### src/rtl/psum_writeback.sv
// Systolic-array writeback: snapshots the psum matrix on start, requantizes each row to
// unsigned bytes (round-half-up shift, saturate) and writes one row per SRAM access.
module psum_writeback #(
  parameter int unsigned N = 8
) (
  input  logic                        clk,
  input  logic                        rst,
  input  logic                        start,
  input  logic [N-1:0][N-1:0][19:0]   in_psum,
  input  logic [4:0]                  shift_param,
  input  logic [12:0]                 base_addr,
  input  logic                        mem_gnt,
  output logic [12:0]                 waddr,
  output logic [N-1:0][7:0]           wdata,
  output logic                        wen_n,
  output logic                        clr_req,
  output logic                        busy,
  output logic                        done,
  output logic                        sat_flag
);

  localparam int unsigned RowW = (N > 1) ? $clog2(N) : 1;

  typedef enum logic [1:0] {StIdle, StLoad, StWrite, StFin} state_e;

  state_e                      state_q;
  logic [N-1:0][N-1:0][19:0]   snap_q;
  logic [4:0]                  shift_q;
  logic [12:0]                 base_q;
  logic [RowW-1:0]             row_q;

  logic [4:0]                  s_eff;
  logic [20:0]                 q;
  logic [N-1:0][7:0]           qrow;
  logic                        row_sat;

  // Requantize the current row; 21-bit sum keeps the rounding add from overflowing.
  always_comb begin
    s_eff   = (shift_q > 5'd19) ? 5'd19 : shift_q;
    qrow    = '0;
    row_sat = 1'b0;
    q       = '0;
    for (int c = 0; c < int'(N); c++) begin
      q = {1'b0, snap_q[row_q][c]};
      if (s_eff != 5'd0) begin
        q = (q + (21'd1 << (s_eff - 5'd1))) >> s_eff;
      end
      if (q > 21'd255) begin
        qrow[c] = 8'hff;
        row_sat = 1'b1;
      end else begin
        qrow[c] = q[7:0];
      end
    end
  end

  always_ff @(posedge clk) begin
    if (rst) begin
      state_q  <= StIdle;
      row_q    <= '0;
      wen_n    <= 1'b1;
      waddr    <= '0;
      wdata    <= '0;
      clr_req  <= 1'b0;
      done     <= 1'b0;
      busy     <= 1'b0;
      sat_flag <= 1'b0;
    end else begin
      clr_req <= 1'b0;
      done    <= 1'b0;
      unique case (state_q)
        StIdle: begin
          if (start) begin
            snap_q   <= in_psum;
            shift_q  <= shift_param;
            base_q   <= base_addr;
            row_q    <= '0;
            sat_flag <= 1'b0;
            clr_req  <= 1'b1;
            busy     <= 1'b1;
            state_q  <= StLoad;
          end
        end
        StLoad: begin
          wdata    <= qrow;
          sat_flag <= sat_flag | row_sat;
          waddr    <= base_q + 13'(row_q);
          wen_n    <= 1'b0;
          state_q  <= StWrite;
        end
        StWrite: begin
          // Everything holds while the grant is withheld.
          if (mem_gnt) begin
            wen_n <= 1'b1;
            if (row_q == RowW'(N - 1)) begin
              done    <= 1'b1;
              state_q <= StFin;
            end else begin
              row_q   <= row_q + RowW'(1);
              state_q <= StLoad;
            end
          end
        end
        StFin: begin
          busy    <= 1'b0;
          state_q <= StIdle;
        end
        default: state_q <= StIdle;
      endcase
    end
  end

endmodule

### config.mk
export PLATFORM = sky130hd
export DESIGN_NAME = psum_writeback
export DESIGN_NICKNAME = d
export VERILOG_FILES = /design/src/rtl/psum_writeback.sv
export SDC_FILE = /design/constraint.sdc
export NUM_CORES = 2
export LEC_CHECK = 0
export CAP_MARGIN = 20
export CORE_AREA = 2 2 538 540
export DETAILED_ROUTE_END_ITERATION = 10
export DIE_AREA = 0 0 540 542
export SLEW_MARGIN = 20
export SYNTH_ARGS = -nofsm -noshare
export SYNTH_HDL_FRONTEND = slang
export SYNTH_SLANG_ARGS = --single-unit
### constraint.sdc
create_clock -name clk -period 293.4 [get_ports clk]
set_input_delay 44.01 -clock clk [delete_from_list [all_inputs] [get_ports clk]]
set_output_delay 44.01 -clock clk [all_outputs]
set_load 0.03 [all_outputs]
Word-level counts from Yosys, hierarchy flattened
Index checks and enable logic that the tools add are counted.

storage, ports and cells
  latch bits = 0
  logic and storage cells = 181
  bits in registers = 1,385
  memories = 0
  memory bits (read-only) = 0
  bits in writable memories = 0
  input bits = 1,302
  output and inout port bits = 82

cells by class
  mux-type cells = 43
  $add $sub $neg = 11
  reduce and logical (&&, ||, !) cells = 14
  eq/ne operators = 7
  div/mod/pow operators = 0
  magnitude comparators = 10
  shifts and indexed selects = 9
  multipliers = 0
  bitwise logic cells = 5

operator list
  kind                    count
  $bmux W160 S3           1
  $add A20 B21 Y21        8
  $gt A21 B8 Y1 const B   8
  $mux W21                8
  $shr A21 B5 Y21         8
  $mux W160               1
  $mux W8                 8
  $shl A1 B5 Y21 const A  1
  $add A13 B3 Y13         1
  $mux W1                 13
  $mux W3                 3
  $pmux W2 S4             1
  $reduce_and A2 Y1       4
  $reduce_bool A2 Y1      4
  $mux W2                 3
  $ne A2 B2 Y1 const B    3
  $pmux W1 S2             3
  $pmux W3 S2             1
  $gt A5 B5 Y1 const B    1
  $mux W5                 1
  $reduce_bool A5 Y1      1
  $sub A5 B1 Y5 const B   1
  $eq A2 B2 Y1 const B    2
  $lt A3 B4 Y1 const B    1
  10 further kinds        13

Logic depth before layout (Yosys ltp)
  word-level depth = 18
  depth in mapped cells = 29
  mapped depth without buffers = 21

Worst setup path after synthesis
OpenSTA, ideal clock, no wires.

  path type = input port to flip-flop
  start = input rst
  end = register base_q[0], enable pin
  arrival time = 132.222 ns
  setup time = 4.559 ns
  slack = 156.619 ns
  data required time = 288.841 ns
  stages on the path = 3
  path buffers = 2
  path through = clkbuf_1 > clkbuf_1 > nor3_1

between the ends
  cells in the longest elaborated chain, start to end = 2

RTL lines
  what                         RTL line  source
  start, declared              7         input logic rst,
  $not A1 Y1 (no line)         -
  $reduce_and A3 Y1 (no line)  -
  end signal, assigned         76        base_q <= base_addr;
  end, declared                29        logic [12:0] base_q;

Every way passes these cells.
A chain may end at the register's enable or synchronous reset.

Worst setup path in the final report
  start = input start
  end = register snap_q[1248] in the netlist's numbering, enable pin

between the ends
  cells in the longest elaborated chain, start to end = 1

RTL lines
  what                         RTL line  source
  start, declared              8         input logic start,
  $reduce_and A3 Y1 (no line)  -
  end signal, assigned         74        snap_q <= in_psum;
  end, declared                27        logic [N-1:0][N-1:0][19:0] snap_q;

Every way passes these cells.

==> metrics.txt <==
total leakage power 31.6 nW; cell area power density 5.35 nW/um^2; layout cells sized above 1 14.1%; r2r worst-path depth 22; post-CTS setup buffers 0; overall power 0.510 mW; CTS Root Cell clkbuf_16; complex-gate fraction of the synthesized area 13.9%; WL per Instance 32.3 um; crit path capture type flip-flop; Tightest Pin Transition 1260 ps; arrival time worst endpoint 50900 ps; Setup CP Type input pin to flip-flop; Initial Util 24.8%; number of synthesized flops with an enable pin 1298; FF-to-FF setup slack 284020 ps; CP max FO 83; post-route setup TNS 0 ps; Seq cells post-synth 1385; via count 56136; FF-to-FF End sat_flag; H-Tree Depth 4; Die H 542 um; CTS tree yes; worst-path cell chain clkdlybuf4s50_1, nand2_1, nor3_2, buf_4, buf_4, buf_4, buf_4, buf_4, buf_4, buf_4; ys async rst share 0%; post-route insts no fill 10717; Max VDD drop 6.26 uV; post-synthesis simple-gate area fraction 8.56%; critical path endpoint snap_q[1248]; skew final 45.0 ps; antenna viol nets, final 0; gr usage total 22.7%; clk buf depth 4; Routed met1 length 135 mm; routed wl met3 34.8 mm; run status completed; DRC 0; FMAX 19.8 MHz; HPWL after DPL 274 mm; Mean Syn Cell Area 13.2 sq um; drt pass-1 iters 8; Worst path max stage delay 940 ps; mux cell area share after synthesis 13.8%; post-route clock period utilization 17.2%; drt first-iter violations 5813; Rows 197; cell count after synthesis 5409; final slew viol count 0; first-pass GRT wire length 462 mm; multi-input logic area 29000 sq um; Placed Area 89900 sq um; post-CTS sizing 0; die width 540 um; core area 287000 sq um; worst hold margin 457 ps; synth unique cells 129; area grow syn2layout 33.8%; Ports 1384; Final GP Congestion 0.995; total grt overflow 0; Design Area, Final 95400 sq um; startpoint class of the critical path input pin; met2 wire length 160 mm; DR vias/cell 5.24; CTS Hold Bufs 0; Final setup violation count 0; Clk Latency, worst-skew pair 840 ps; pin count of the biggest net entering global routing 157; HP Class flip-flop to flip-flop; Most Frequent Cell on Critical Path buf_4; synthesized cell area 71300 sq um; min cycle time layout 50450 ps; DIE AREA 293000 sq um; total CTS buffers 163; final hold violations 0; CP max stage cell buf_4; nets@finish 8196; CP top delay family buffers and inverters; routed wire length 346 mm; Crit Reg-Reg Startpoint row_q[1]; largest family of logic cells by synthesized area compound AO/OA/AOI/OAI gates; vias in the first global route 55519; Clock Pin Slew Worst Setup and Hold Paths 60 ps; Synth Area in Adders 2.01%; WP buf/inv 8; Worst EP required 293850 ps; Slew headroom 15.8%; Sink Count 1385; Layout fillers 28176; WP depth 10; Critical Path Source start; Synth Area in XOR/XNOR 2.07%; Placed Cells 10398; PortBufs 1383; max cap viols 0; ys flop type edfxtp_1; initial antenna violation count 67; FF/Latch Area 40700 sq um; max layer used met5; Syn. warnings 0; sequential-to-total area share from yosys stat 57.1%; setup repair after global routing missed its margin no
## flip-flops by register name (all words and copies together) (netlist names), 2 cells and up
register / cells
base_q: 13
row_q: 3
shift_q: 5
snap_q: 1280
state_q: 2
waddr: 13
wdata: 64
## worst min-delay path: cells and delay by family (launching register included)
family / cells / cell delay, ps
compound gates: 1 / 50
flops: 1 / 310
simple gates: 1 / 50
## where the power goes
part | switching, mW | internal [mW]
logic | 0.0408 | 0.0314
clock network | 0.0846 | 0.122
registers | 0.00369 | 0.228
total | 0.129 | 0.381
## worst min path at each step
stage                    start          to  slack (ps)  cells past startpoint
finish               wdata[57]   wdata[57]         460                      2
global route         wdata[57]   wdata[57]         500                      2
CTS                  wdata[57]   wdata[57]         460                      2
detailed placement   wdata[57]   wdata[57]         450                      2
global placement     wdata[57]   wdata[57]         460                      2
floorplan           state_q[1]  state_q[0]         480                      2
## area by class of cell
cell class,count,area share [%]
multi-input combinational,3617,30.4
tap,3781,4.96
sequential,1385,42.7
clock buffer,201,4.50
antenna,23,0.0603
clock inverter,90,1.18
timing repair buffer,1544,15.9
inverter,76,0.299
## synth_stat cells, types with 21 or more instances
cell type     n  share of area (%)
ha_1        105                1.8
inv_1        73               0.38
a211oi_1    116                1.2
a22o_1       35               0.43
buf_1        55               0.29
mux2_2      150                2.4
xnor2_1     125                1.5
and2_1       39               0.34
mux4_2      247                7.8
nand4_1      24               0.21
xor2_1       38               0.47
o211ai_1     76               0.80
nand2_1     387                2.0
a221oi_1     22               0.27
and3_1       51               0.45
o31ai_1      33               0.35
o221ai_1     27               0.33
or3_1        26               0.23
a311oi_1     31               0.38
nand2b_1     31               0.27
nor2_1      369                1.9
or2_2        32               0.28
buf_2        48               0.34
mux2i_1     245                3.4
nor4_1       26               0.23
o21a_1       34               0.36
a21o_1       70               0.74
o22ai_1      34               0.30
a21oi_1     267                1.9
o21bai_1     21               0.22
o21ai_0     181                1.3
nand3_1     106               0.74
a31oi_1      70               0.61
edfxtp_1   1298                 55
clkbuf_1    202                1.1
nor2b_1      21               0.18
a22oi_1      81               0.85
nor3_1      102               0.72
dfxtp_1      87                2.4
## placed cells by master (no fill, tap or decap), types with 33 or more instances in the layout
cell	count
mux4_2	247
inv_1	71
dfxtp_1	84
edfxtp_1	1298
o31ai_1	33
a31oi_1	70
nor3_1	96
and2_1	39
xnor2_1	125
a21oi_1	265
xor2_1	38
a22oi_1	81
mux2i_1	242
o22ai_1	33
and3_1	51
mux2_2	150
nor2_1	351
o21ai_0	181
a21o_1	70
nand2_1	383
buf_4	151
clkdlybuf4s50_1	1382
nand3_1	106
a211oi_1	115
ha_1	105
o211ai_1	76
o21a_1	34
a22o_1	35
clkbuf_16	164
## metrics by stage
step / utilization (%) / worst slack [ps]
after floorplan: - / 156620
after global placement: 31.3 / 242350
after detailed placement: 31.3 / 242100
after CTS: 33.2 / 243060
after global routing: 33.2 / 242550
final: 33.3 / 242950
## kinds of logic after synthesis
kind of cell | count (synthesis)
AO/OA/AOI/OAI | 1388
flip-flops | 1385
AND/OR/NAND/NOR | 1291
multiplexers | 649
buffers and inverters | 414
XOR/XNOR | 166
adder cells (fa/ha/maj) | 115
other | 1
## metal layers
layer,GRT usage [%],vias up
met1,27.4,28094
met3,7.56,593
met5,0,-
met2,37.0,3032
li1,-,24379
met4,9.15,38
Power figures use the tool's default switching activity.
